File: config.mk
export PLATFORM = sky130hd
export DESIGN_NAME = bus_arbiter
export DESIGN_NICKNAME = d
export VERILOG_FILES = /design/src/rtl/bus_arbiter.sv
export SDC_FILE = /design/constraint.sdc
export NUM_CORES = 1
export LEC_CHECK = 0
export CORE_ASPECT_RATIO = 1.75
export CORE_UTILIZATION = 45
export DETAILED_ROUTE_END_ITERATION = 16
export SLEW_MARGIN = 20
export SYNTH_ARGS = -nofsm -noshare
export SYNTH_HDL_FRONTEND = slang
export SYNTH_SLANG_ARGS = --single-unit
File: constraint.sdc
create_clock -name clk -period 5 [get_ports clk]
set_input_delay 1 -clock clk [delete_from_list [all_inputs] [get_ports clk]]
set_output_delay 1 -clock clk [all_outputs]
set_load 0.005 [all_outputs]
File: src/rtl/bus_arbiter.sv
// Bus arbiter sharing the memory bus between the CPU pipeline and one external master.
// Hand-offs pass through a no-grant turnaround gap; hold time and device starvation are bounded.
module bus_arbiter #(
  parameter int TURNAROUND   = 1,
  parameter int MAX_HOLD     = 16,
  parameter int STARVE_LIMIT = 8
) (
  input  logic       clk,
  input  logic       reset,
  input  logic       cpu_bus_request,
  input  logic       cpu_break,
  input  logic       dev_req,
  output logic       cpu_grant,
  output logic       dev_grant,
  output logic       pipeline_stall,
  output logic       preempt,
  output logic [1:0] owner
);

  // Request/grant: a requester holds its request level until done; a grant is only
  // valid while the matching state is held, and turnaround states grant nobody.
  typedef enum logic [1:0] {
    S_CPU         = 2'd0,
    S_TURN_TO_DEV = 2'd1,
    S_DEV         = 2'd2,
    S_TURN_TO_CPU = 2'd3
  } state_t;

  localparam logic [3:0] TURN_LAST = 4'(TURNAROUND - 1);
  localparam logic [7:0] HOLD_LAST = 8'(MAX_HOLD - 1);
  localparam logic [7:0] WAIT_LAST = 8'(STARVE_LIMIT - 1);

  state_t     r_state;
  logic [3:0] r_turn_cnt;
  logic [7:0] r_hold_cnt;
  logic [7:0] r_wait_cnt;
  logic       r_preempt;
  logic       r_cpu_grant;
  logic       r_dev_grant;

  always_ff @(posedge clk) begin
    if (!reset) begin
      r_state     <= S_CPU;
      r_turn_cnt  <= 4'd0;
      r_hold_cnt  <= 8'd0;
      r_wait_cnt  <= 8'd0;
      r_preempt   <= 1'b0;
      r_cpu_grant <= 1'b1;
      r_dev_grant <= 1'b0;
    end else begin
      r_preempt <= 1'b0;
      case (r_state)
        S_CPU: begin
          // An idle CPU yields at once; a busy CPU yields once the device has waited long enough.
          if (dev_req && (!cpu_bus_request || r_wait_cnt == WAIT_LAST)) begin
            r_state     <= S_TURN_TO_DEV;
            r_cpu_grant <= 1'b0;
            r_wait_cnt  <= 8'd0;
            r_turn_cnt  <= 4'd0;
          end else if (dev_req) begin
            r_wait_cnt <= r_wait_cnt + 8'd1;
          end else begin
            r_wait_cnt <= 8'd0;
          end
        end
        S_TURN_TO_DEV: begin
          if (!dev_req) begin
            r_state    <= S_TURN_TO_CPU;
            r_turn_cnt <= 4'd0;
          end else if (r_turn_cnt == TURN_LAST) begin
            r_state     <= S_DEV;
            r_dev_grant <= 1'b1;
            r_turn_cnt  <= 4'd0;
            r_hold_cnt  <= 8'd0;
          end else begin
            r_turn_cnt <= r_turn_cnt + 4'd1;
          end
        end
        S_DEV: begin
          // Voluntary release is checked first so a simultaneous drop never reports a preempt.
          if (!dev_req) begin
            r_state     <= S_TURN_TO_CPU;
            r_dev_grant <= 1'b0;
            r_hold_cnt  <= 8'd0;
            r_turn_cnt  <= 4'd0;
          end else if (r_hold_cnt == HOLD_LAST && cpu_bus_request && !cpu_break) begin
            r_state     <= S_TURN_TO_CPU;
            r_dev_grant <= 1'b0;
            r_preempt   <= 1'b1;
            r_hold_cnt  <= 8'd0;
            r_turn_cnt  <= 4'd0;
          end else if (r_hold_cnt != HOLD_LAST) begin
            r_hold_cnt <= r_hold_cnt + 8'd1;
          end
        end
        S_TURN_TO_CPU: begin
          if (r_turn_cnt == TURN_LAST) begin
            r_state     <= S_CPU;
            r_cpu_grant <= 1'b1;
            r_turn_cnt  <= 4'd0;
            r_wait_cnt  <= 8'd0;
          end else begin
            r_turn_cnt <= r_turn_cnt + 4'd1;
          end
        end
        default: begin
          r_state     <= S_CPU;
          r_cpu_grant <= 1'b1;
          r_dev_grant <= 1'b0;
          r_turn_cnt  <= 4'd0;
          r_hold_cnt  <= 8'd0;
          r_wait_cnt  <= 8'd0;
        end
      endcase
    end
  end

  assign cpu_grant      = r_cpu_grant;
  assign dev_grant      = r_dev_grant;
  assign preempt        = r_preempt;
  assign owner          = r_state;
  assign pipeline_stall = cpu_bus_request && !r_cpu_grant;

endmodule
==> impl_metrics.ini, run 1 <==
[outcome]
status = finished, final reports clean

[die]
die_area_um2 = 3500
start_util = 0.472
die_y_um = 77.5
die_w_um = 45.2
core_um2 = 3110
io_pins = 11
fp-row-count = 27

[placed_design]
numPortBuffers = 10
gp_congestion = 0.770
dp.cells = 215
pre_cts_slack_ns = 1.81
hpwl_um = 2700

[sta]
fin_crit_sh = 0.642
period_minus_slack_ns = 3.21
tns_ns = 0
tightest_slew_ns = 0.550
finClkSkew_ns = 0.00159
rsz0062_at_grt = no
slew_violations = 0
hold_violations = 0
relSlewSlack = 0.631
setup_ws_ns = 1.79
setup_violations = 0
max_freq_ghz = 0.311

[power]
p_sw_uw = 219
combPwrFrac = 0.390
internal-power_uw = 369
seq_power_share = 0.405
p_per_area_nw_per_um2 = 356
netSwitchingFraction = 0.373
pwr-share-clk = 0.205
p_leak_uw = 0.000558
ir_drop_uv = 229

[routing]
vias_per_cell = 5.84
dr.pass1.iters = 4
route.detailed.drc = 0
ant_nets = 0
vias = 1280
drt-wirelength-per-cell_um = 15.4
drt_iter0_markers = 39
wirelength_um = 3370

[clock_network]
clkSlewWorstSetupHoldPaths_ns = 0.09
cts_sinks = 25
cts_htree_levels = 1
ctsResizeCount = 0
cts-buffers-inserted = 3
post_cts_buffers = 0
ctsHoldBuffers = 0
cts_tree = yes
insertion_delay_ns = 0.27
cts.path.max_buffers = 2
clock-root-buffer = clkbuf_8

[layout]
layout_commonest_cell = dfxtp_1
fillers = 315
diodes = 0
layout_common_cells = dfxtp_1, o21ai_0, a21oi_1, nor2_1, nand3_1
drive_gt1_frac = 0.0682
layout.nets = 190
syn2layout_area_growth_pct = 12.6
finish.utilization = 0.531
fin_cells = 219

[critical_path]
cp_cell_sequence = clkdlybuf4s50_1 -> inv_1 -> nor2_1 -> clkdlybuf4s50_1
r2r_setup_slack_ns = 3.00
worstPathMaxFanout = 3
crit_slowest_cell = clkdlybuf4s50_1
reg2reg_from = owner[0]
rr_worst_depth = 5
required_ns = 4.00
critical_path.max_stage_delay_ns = 0.51
timing.rr.end = r_wait_cnt[7]
critical_path_class = input port to output port
end_kind = output port
cp.arrival_ns = 2.21
path_common_cell = clkdlybuf4s50_1
critPathLaunchType = input port

[grt]
antenna_found_initial = 0
grt_max_degree = 18
grt-ovfl-total = 0
grt_pass1_vias = 1293
grt_pass1_wl_um = 5640
grt_usage = 0.214

[yosys]
yosysWarnings = 0
synth.net_count = 178
synthArstFlopShare = 0
netlist_area_um2 = 1470
synth_top_area_share = 0.341
ys_top_cells_by_area = dfxtp_1, ha_1, a21oi_1
seq_area_frac_synth = 0.341
synth-edff-count = 0
synthCells = 165
synth_area_per_cell_um2 = 8.89
synth_seq_cells = 25
ys_types = 50
yosysTopAreaCell = dfxtp_1
synthFlopType = dfxtp_1

[min_path]
worstHoldPathType = flip-flop to flip-flop
min_path_cells = 2
hold_end = dev_grant
min-delay-start = dev_grant

[flow_run]
cap_violations = 0
logic make-up (layout without fill, tap and decap cells):
| family | count (synthesis) | count (layout) | share of synthesized area |
|---|---|---|---|
| simple gates | 67 | 67 | 0.294 |
| compound gates | 47 | 47 | 0.224 |
| flops | 25 | 25 | 0.341 |
| buf+inv | 11 | 22 | 0.0299 |
| fa+ha+maj | 8 | 8 | 0.0683 |
| xor+xnor | 5 | 5 | 0.0299 |
| mux | 2 | 2 | 0.0137 |
sequential cells by signal (all words and copies together), names as in the netlist:
name	count
r_hold_cnt	8
dev_grant	1
preempt	1
cpu_grant	1
r_turn_cnt	4
owner	2
r_wait_cnt	8
routing by layer:
layer  GRT usage  vias up  part of all wire
met5           0        -                 0
met4      0.0727        0            0.0080
met3      0.0209        2             0.011
met2       0.426       11              0.60
met1       0.208      623              0.38
li1            -      644                 -
cell type report:
type | count | area (um2) | share of cell area
Multi-Input combinational cell | 129 | 922 | 0.558
Sequential cell | 25 | 500 | 0.303
Timing Repair Buffer | 10 | 100 | 0.0606
Tap cell | 43 | 53.8 | 0.0326
Clock buffer | 4 | 45.0 | 0.0273
Inverter | 8 | 30.0 | 0.0182
stage by stage:
stage | hold slack, ns | power [uW] | area, um2
2_1_floorplan | 0.448 | 396 | 1470
3_3_place_gp | 0.448 | 469 | 1610
3_5_place_dp | 0.456 | 473 | 1610
4_1_cts | 0.470 | 593 | 1650
5_1_grt | 0.516 | 630 | 1650
6_report | 0.475 | 588 | 1650
worst max path at each step:
| stage | startpoint | endpoint | slack (ns) |
|---|---|---|---|
| after global routing | cpu_bus_request | pipeline_stall | 1.75 |
| after CTS | cpu_bus_request | pipeline_stall | 1.79 |
| after floorplan | cpu_bus_request | owner[0] | 2.76 |
| final | cpu_bus_request | pipeline_stall | 1.79 |
| after detailed placement | cpu_bus_request | pipeline_stall | 1.81 |
| after global placement | cpu_bus_request | pipeline_stall | 1.83 |
worst max-delay path: cells and delay by family:
| family | cells | cell delay (ns) |
|---|---|---|
| AND/OR/NAND/NOR | 1 | 0.11 |
| buffers and inverters | 3 | 1.10 |
power groups by stage:
stage               Combinational (uW)  Clock (uW)  Sequential [uW]
floorplan                          156           0              240
global placement                   225           0              244
detailed placement                 230           0              243
CTS                                231         124              238
global route                       255         133              242
finish                             229         121              238
cell usage after synthesis (2+ instances only):
cell and n:
a211oi_1 4, a21oi_1 12, and2_1 2, and3_1 2
buf_2 2, dfxtp_1 25, ha_1 8, inv_1 8
mux2i_1 2, nand2_1 10, nand2b_1 2, nand3_1 11
nand3b_1 4, nand4_1 2, nor2_1 11, nor2b_1 2
nor3_1 4, o21ai_0 12, o32ai_1 2, or3_1 2
or4_1 4, or4b_1 2, xnor2_1 5
Power figures use the tool's default switching activity.
==> inputs of run 2 (changes only) <==
- PLACE_DENSITY: default -> 0.66
- clock period: 5 -> 2.65 ns (I/O delays scaled with it)
==> run 2 against run 1 <==
  * Non-clock buffer count grew 2
  * Sequential share of layout area fell by 0.27 points
  * Core utilization is 0.48 points higher
  * Critical path type unchanged
  * Highest routed layer unchanged
==> impl_metrics.ini, run 2 (synthesis gave the netlist of run 1 again) <==
[critical_path]
end_kind = output port
critical_path_class = input port to output port
path_common_cell = clkdlybuf4s50_1
crit_slowest_cell = clkdlybuf4s50_1
reg2reg_from = owner[0]
critical_path.max_stage_delay_ns = 0.52
cp_cell_sequence = clkdlybuf4s50_1 -> inv_1 -> nor2_1 -> clkdlybuf4s50_1
timing.rr.end = r_wait_cnt[4]
rr_worst_depth = 5
critPathLaunchType = input port
r2r_setup_slack_ns = 0.57
worstPathMaxFanout = 3
required_ns = 2.12
cp.arrival_ns = 1.80

[sta]
slew_violations = 0
setup_violations = 0
max_freq_ghz = 0.430
relSlewSlack = 0.596
finClkSkew_ns = 0.00266
period_minus_slack_ns = 2.33
tightest_slew_ns = 0.602
hold_violations = 0
rsz0062_at_grt = no
tns_ns = 0
fin_crit_sh = 0.878

[min_path]
worstHoldPathType = flip-flop to flip-flop
min_path_cells = 2
hold_end = dev_grant
min-delay-start = dev_grant

[grt]
grt_pass1_wl_um = 5950
antenna_found_initial = 0
grt_usage = 0.225
grt_max_degree = 18
grt_pass1_vias = 1315
grt-ovfl-total = 0

[placed_design]
numPortBuffers = 10
gp_congestion = 0.842
hpwl_um = 2750
dpl_cell_area_um2 = 1620
dp.cells = 217

[clock_network]
cts.path.max_buffers = 2
clkSlewWorstSetupHoldPaths_ns = 0.08
cts-buffers-inserted = 3
ctsHoldBuffers = 0
cts_htree_levels = 1
cts_tree = yes
clock-root-buffer = clkbuf_8
post_cts_buffers = 0
cts_sinks = 25
ctsResizeCount = 0
insertion_delay_ns = 0.27

[routing]
drt-wirelength-per-cell_um = 15.9
wirelength_um = 3520
route.detailed.drc = 0
dr.pass1.iters = 4
ant_nets = 0
vias = 1304
drt_iter0_markers = 46
vias_per_cell = 5.90

[layout]
diodes = 0
stdcell_area_um2 = 1670
layout_commonest_cell = dfxtp_1
drive_gt1_frac = 0.0787
syn2layout_area_growth_pct = 13.7
reg_top3 = r_hold_cnt x8, r_wait_cnt x8, r_turn_cnt x4
layout_common_cells = dfxtp_1, o21ai_0, a21oi_1, nor2_1, nand3_1
fin_cells = 221
finish.utilization = 0.536
layout.nets = 192

[die]
die_area_um2 = 3500
die_y_um = 77.5
io_pins = 11
core_um2 = 3110
start_util = 0.472
die_w_um = 45.2
fp-row-count = 27

[power]
ir_drop_uv = 496
p_per_area_nw_per_um2 = 675
p_leak_uw = 0.000567

[flow_run]
cap_violations = 0

[outcome]
status = finished, final reports clean
-- run 2: cell types whose count changed in the layout (fill, tap and decap cells not counted), sizes merged --
cell,delta
buf,+2
-- run 2: worst max-delay path: cells and delay by family --
| family | cells | cell delay, ns |
|---|---|---|
| and+or+nand+nor | 1 | 0.13 |
| buffers and inverters | 3 | 1.14 |
-- run 2: worst max-delay path by stage --
stage	startpoint	end	slack (ns)	depth (start not counted)
after floorplan	cpu_bus_request	owner[0]	0.88	4
after global placement	dev_req	r_hold_cnt[7]	0.28	5
after detailed placement	dev_req	r_hold_cnt[7]	0.22	5
after CTS	cpu_bus_request	pipeline_stall	0.35	4
after global routing	cpu_bus_request	pipeline_stall	0.28	4
final	cpu_bus_request	pipeline_stall	0.32	4
-- run 2: layout make-up --
| cell class | instances | area (um2) |
|---|---|---|
| clock buffer | 4 | 45.0 |
| fill | 313 | 1440 |
| inverter | 8 | 30.0 |
| multi-input combinational | 129 | 922 |
| sequential | 25 | 500 |
| tap | 43 | 53.8 |
| timing repair buffer | 12 | 115 |
-- run 2: routing by layer --
metal  track usage  up-vias  share of wire  wire [um]
met5             0        -              0          0
met4        0.0818        0          0.020         71
met3        0.0326        7          0.015         53
met2         0.435       15           0.60       2100
met1         0.222      633           0.37       1300
li1              -      649              -          -
-- run 2: where the power goes --
part | internal, uW | total, uW | switching (uW)
registers | 411 | 451 | 40.3
clock network | 108 | 227 | 120
logic | 181 | 448 | 266
-- run 2: stage by stage --
| stage | hold WS [ns] | power (uW) | setup WS [ns] |
|---|---|---|---|
| 3_3_place_gp | 0.453 | 887 | 0.284 |
| 4_1_cts | 0.471 | 1130 | 0.354 |
| 3_5_place_dp | 0.457 | 902 | 0.225 |
| 5_1_grt | 0.511 | 1200 | 0.278 |
| 6_report | 0.465 | 1130 | 0.323 |
| 2_1_floorplan | 0.448 | 748 | 0.884 |
==> inputs of run 3 (changes only) <==
--- a/config.mk
+++ b/config.mk
@@ -11,2 +11,3 @@
 export PLACE_DENSITY = 0.66
+export RECOVER_POWER = 100
 export SLEW_MARGIN = 20
==> constraint.sdc (replaced) <==
create_clock -name clk -period 2.65 [get_ports clk]
set_input_delay 0.795 -clock clk [delete_from_list [all_inputs] [get_ports clk]]
set_output_delay 0.795 -clock clk [all_outputs]
set_load 0.005 [all_outputs]
==> run 3 against run 2 <==
  * Maximum frequency is 7.4% lower
  * Cell count is 2.7% higher
  * Sequential share of layout area is 0.38 points lower
  * Non-clock buffer count is 6 higher
  * Final area is 1.3% higher
  * Hold slack worse by 0.0056 ns
  * Clock-buffer cell count stayed put
  * Critical path type unchanged
  * Register-to-register slack better by 0.07 ns
  * Highest routed layer unchanged
  * Combinational power is 4% lower
==> impl_metrics.ini, run 3 (synthesis gave the netlist of run 1 again) <==
[sta]
relSlewSlack = 0.604
setup_violations = 0
max_freq_ghz = 0.398
rsz0062_at_grt = no
tightest_slew_ns = 0.589
hold_violations = 0
fin_crit_sh = 0.948
holdWs_ns = 0.459
slew_violations = 0
finClkSkew_ns = 0.00140
tns_ns = 0
period_minus_slack_ns = 2.51

[min_path]
min-delay-start = dev_grant
min_path_cells = 2
hold_end = dev_grant
worstHoldPathType = flip-flop to flip-flop

[critical_path]
crit_slowest_cell = dlygate4sd3_1
required_ns = 1.86
end_kind = output port
r2r_setup_slack_ns = 0.64
critical_path.max_stage_delay_ns = 0.55
cp_top_family = buffers and inverters
timing.rr.end = dev_grant
cp.depth = 4
reg2reg_from = owner[1]
critical_path_class = input port to output port
rr_worst_depth = 6
worstPathMaxFanout = 2
cp.arrival_ns = 1.72
critPathBufInv = 3
cp_cell_sequence = dlygate4sd3_1 -> inv_1 -> nor2_1 -> dlygate4sd2_1
critPathLaunchType = input port

[routing]
ant_nets = 0
drt-wirelength-per-cell_um = 14.8
dr.pass1.iters = 4
wirelength_um = 3350
route.detailed.drc = 0
drt_iter0_markers = 31
vias_per_cell = 5.74
vias = 1303

[die]
fp-row-count = 27
start_util = 0.472
io_pins = 11
core_um2 = 3110
die_w_um = 45.2
die_y_um = 77.5
die_area_um2 = 3500

[clock_network]
cts.path.max_buffers = 2
clkSlewWorstSetupHoldPaths_ns = 0.09
cts_sinks = 25
clock-root-buffer = clkbuf_8
insertion_delay_ns = 0.27
cts-buffers-inserted = 3
cts_htree_levels = 1
cts_tree = yes

[layout]
reg_top3 = r_hold_cnt x8, r_wait_cnt x8, r_turn_cnt x4
layout_commonest_cell = dfxtp_1
diodes = 0
syn2layout_area_growth_pct = 15.1
stdcell_area_um2 = 1690
drive_gt1_frac = 0.0924
layout_common_cells = dfxtp_1, o21ai_0, a21oi_1, nor2_1, nand3_1
layout.nets = 198
fin_cells = 227

[grt]
antenna_found_initial = 0
grt_pass1_wl_um = 5660
grt-ovfl-total = 0
grt_usage = 0.215
grt_pass1_vias = 1278
grt_max_degree = 18

[placed_design]
dp.cells = 223
numPortBuffers = 10
hpwl_um = 2670
dpl_cell_area_um2 = 1670
gp_congestion = 0.818

[outcome]
status = finished, final reports clean

[power]
p_per_area_nw_per_um2 = 656
ir_drop_uv = 502
p_leak_uw = 0.000604

[flow_run]
cap_violations = 0
-- run 3: what timing repair did --
action,4_1_cts,5_1_grt
buffers inserted,0,0
hold buffers,0,0
setup endpoints to repair,1,0
gates resized for setup,1,0
-- run 3: report_power, final --
group	total, uW	switching (uW)	internal (uW)
clock	229	121	108
sequential	450	39.1	411
combinational	430	256	174
-- run 3: worst register-to-register path, delay by kind of cell (launching register included) --
family / cells / cell delay [ns]
compound gates: 3 / 0.85
fa+ha+maj: 1 / 0.28
buf+inv: 1 / 0.10
flops: 1 / 0.40
simple gates: 1 / 0.24
-- run 3: layout make-up --
type | instances | area, um2
fillers | 310 | 1420
multi-input cells | 129 | 907
flip-flops and latches | 25 | 500
repair buffers | 18 | 151
well taps | 43 | 53.8
clock buffers | 4 | 45.0
inverters | 8 | 30.0
-- run 3: how the worst max path moves through the flow --
stage / start / end / slack (ns)
2_1_floorplan: cpu_bus_request / owner[0] / 0.62
3_3_place_gp: cpu_bus_request / pipeline_stall / -0.04
3_5_place_dp: cpu_bus_request / pipeline_stall / -0.05
4_1_cts: cpu_bus_request / pipeline_stall / 0.21
5_1_grt: cpu_bus_request / pipeline_stall / 0.09
6_report: cpu_bus_request / pipeline_stall / 0.14
-- run 3: layer usage --
metal / GRT usage / vias to the layer above / routed length, um
met5: 0 / - / 0
met4: 0.0788 / 0 / 50
met3: 0.0279 / 5 / 47
met2: 0.425 / 15 / 1980
met1: 0.205 / 620 / 1270
li1: - / 663 / -
-- run 3: through the flow --
stage	utilization	power, uW	worst slack, ns
final	0.543	1110	0.138
after global routing	0.543	1190	0.0861
after CTS	0.550	1130	0.210
after detailed placement	0.536	908	-0.0529
after global placement	0.536	894	-0.0388
after floorplan	-	748	0.619
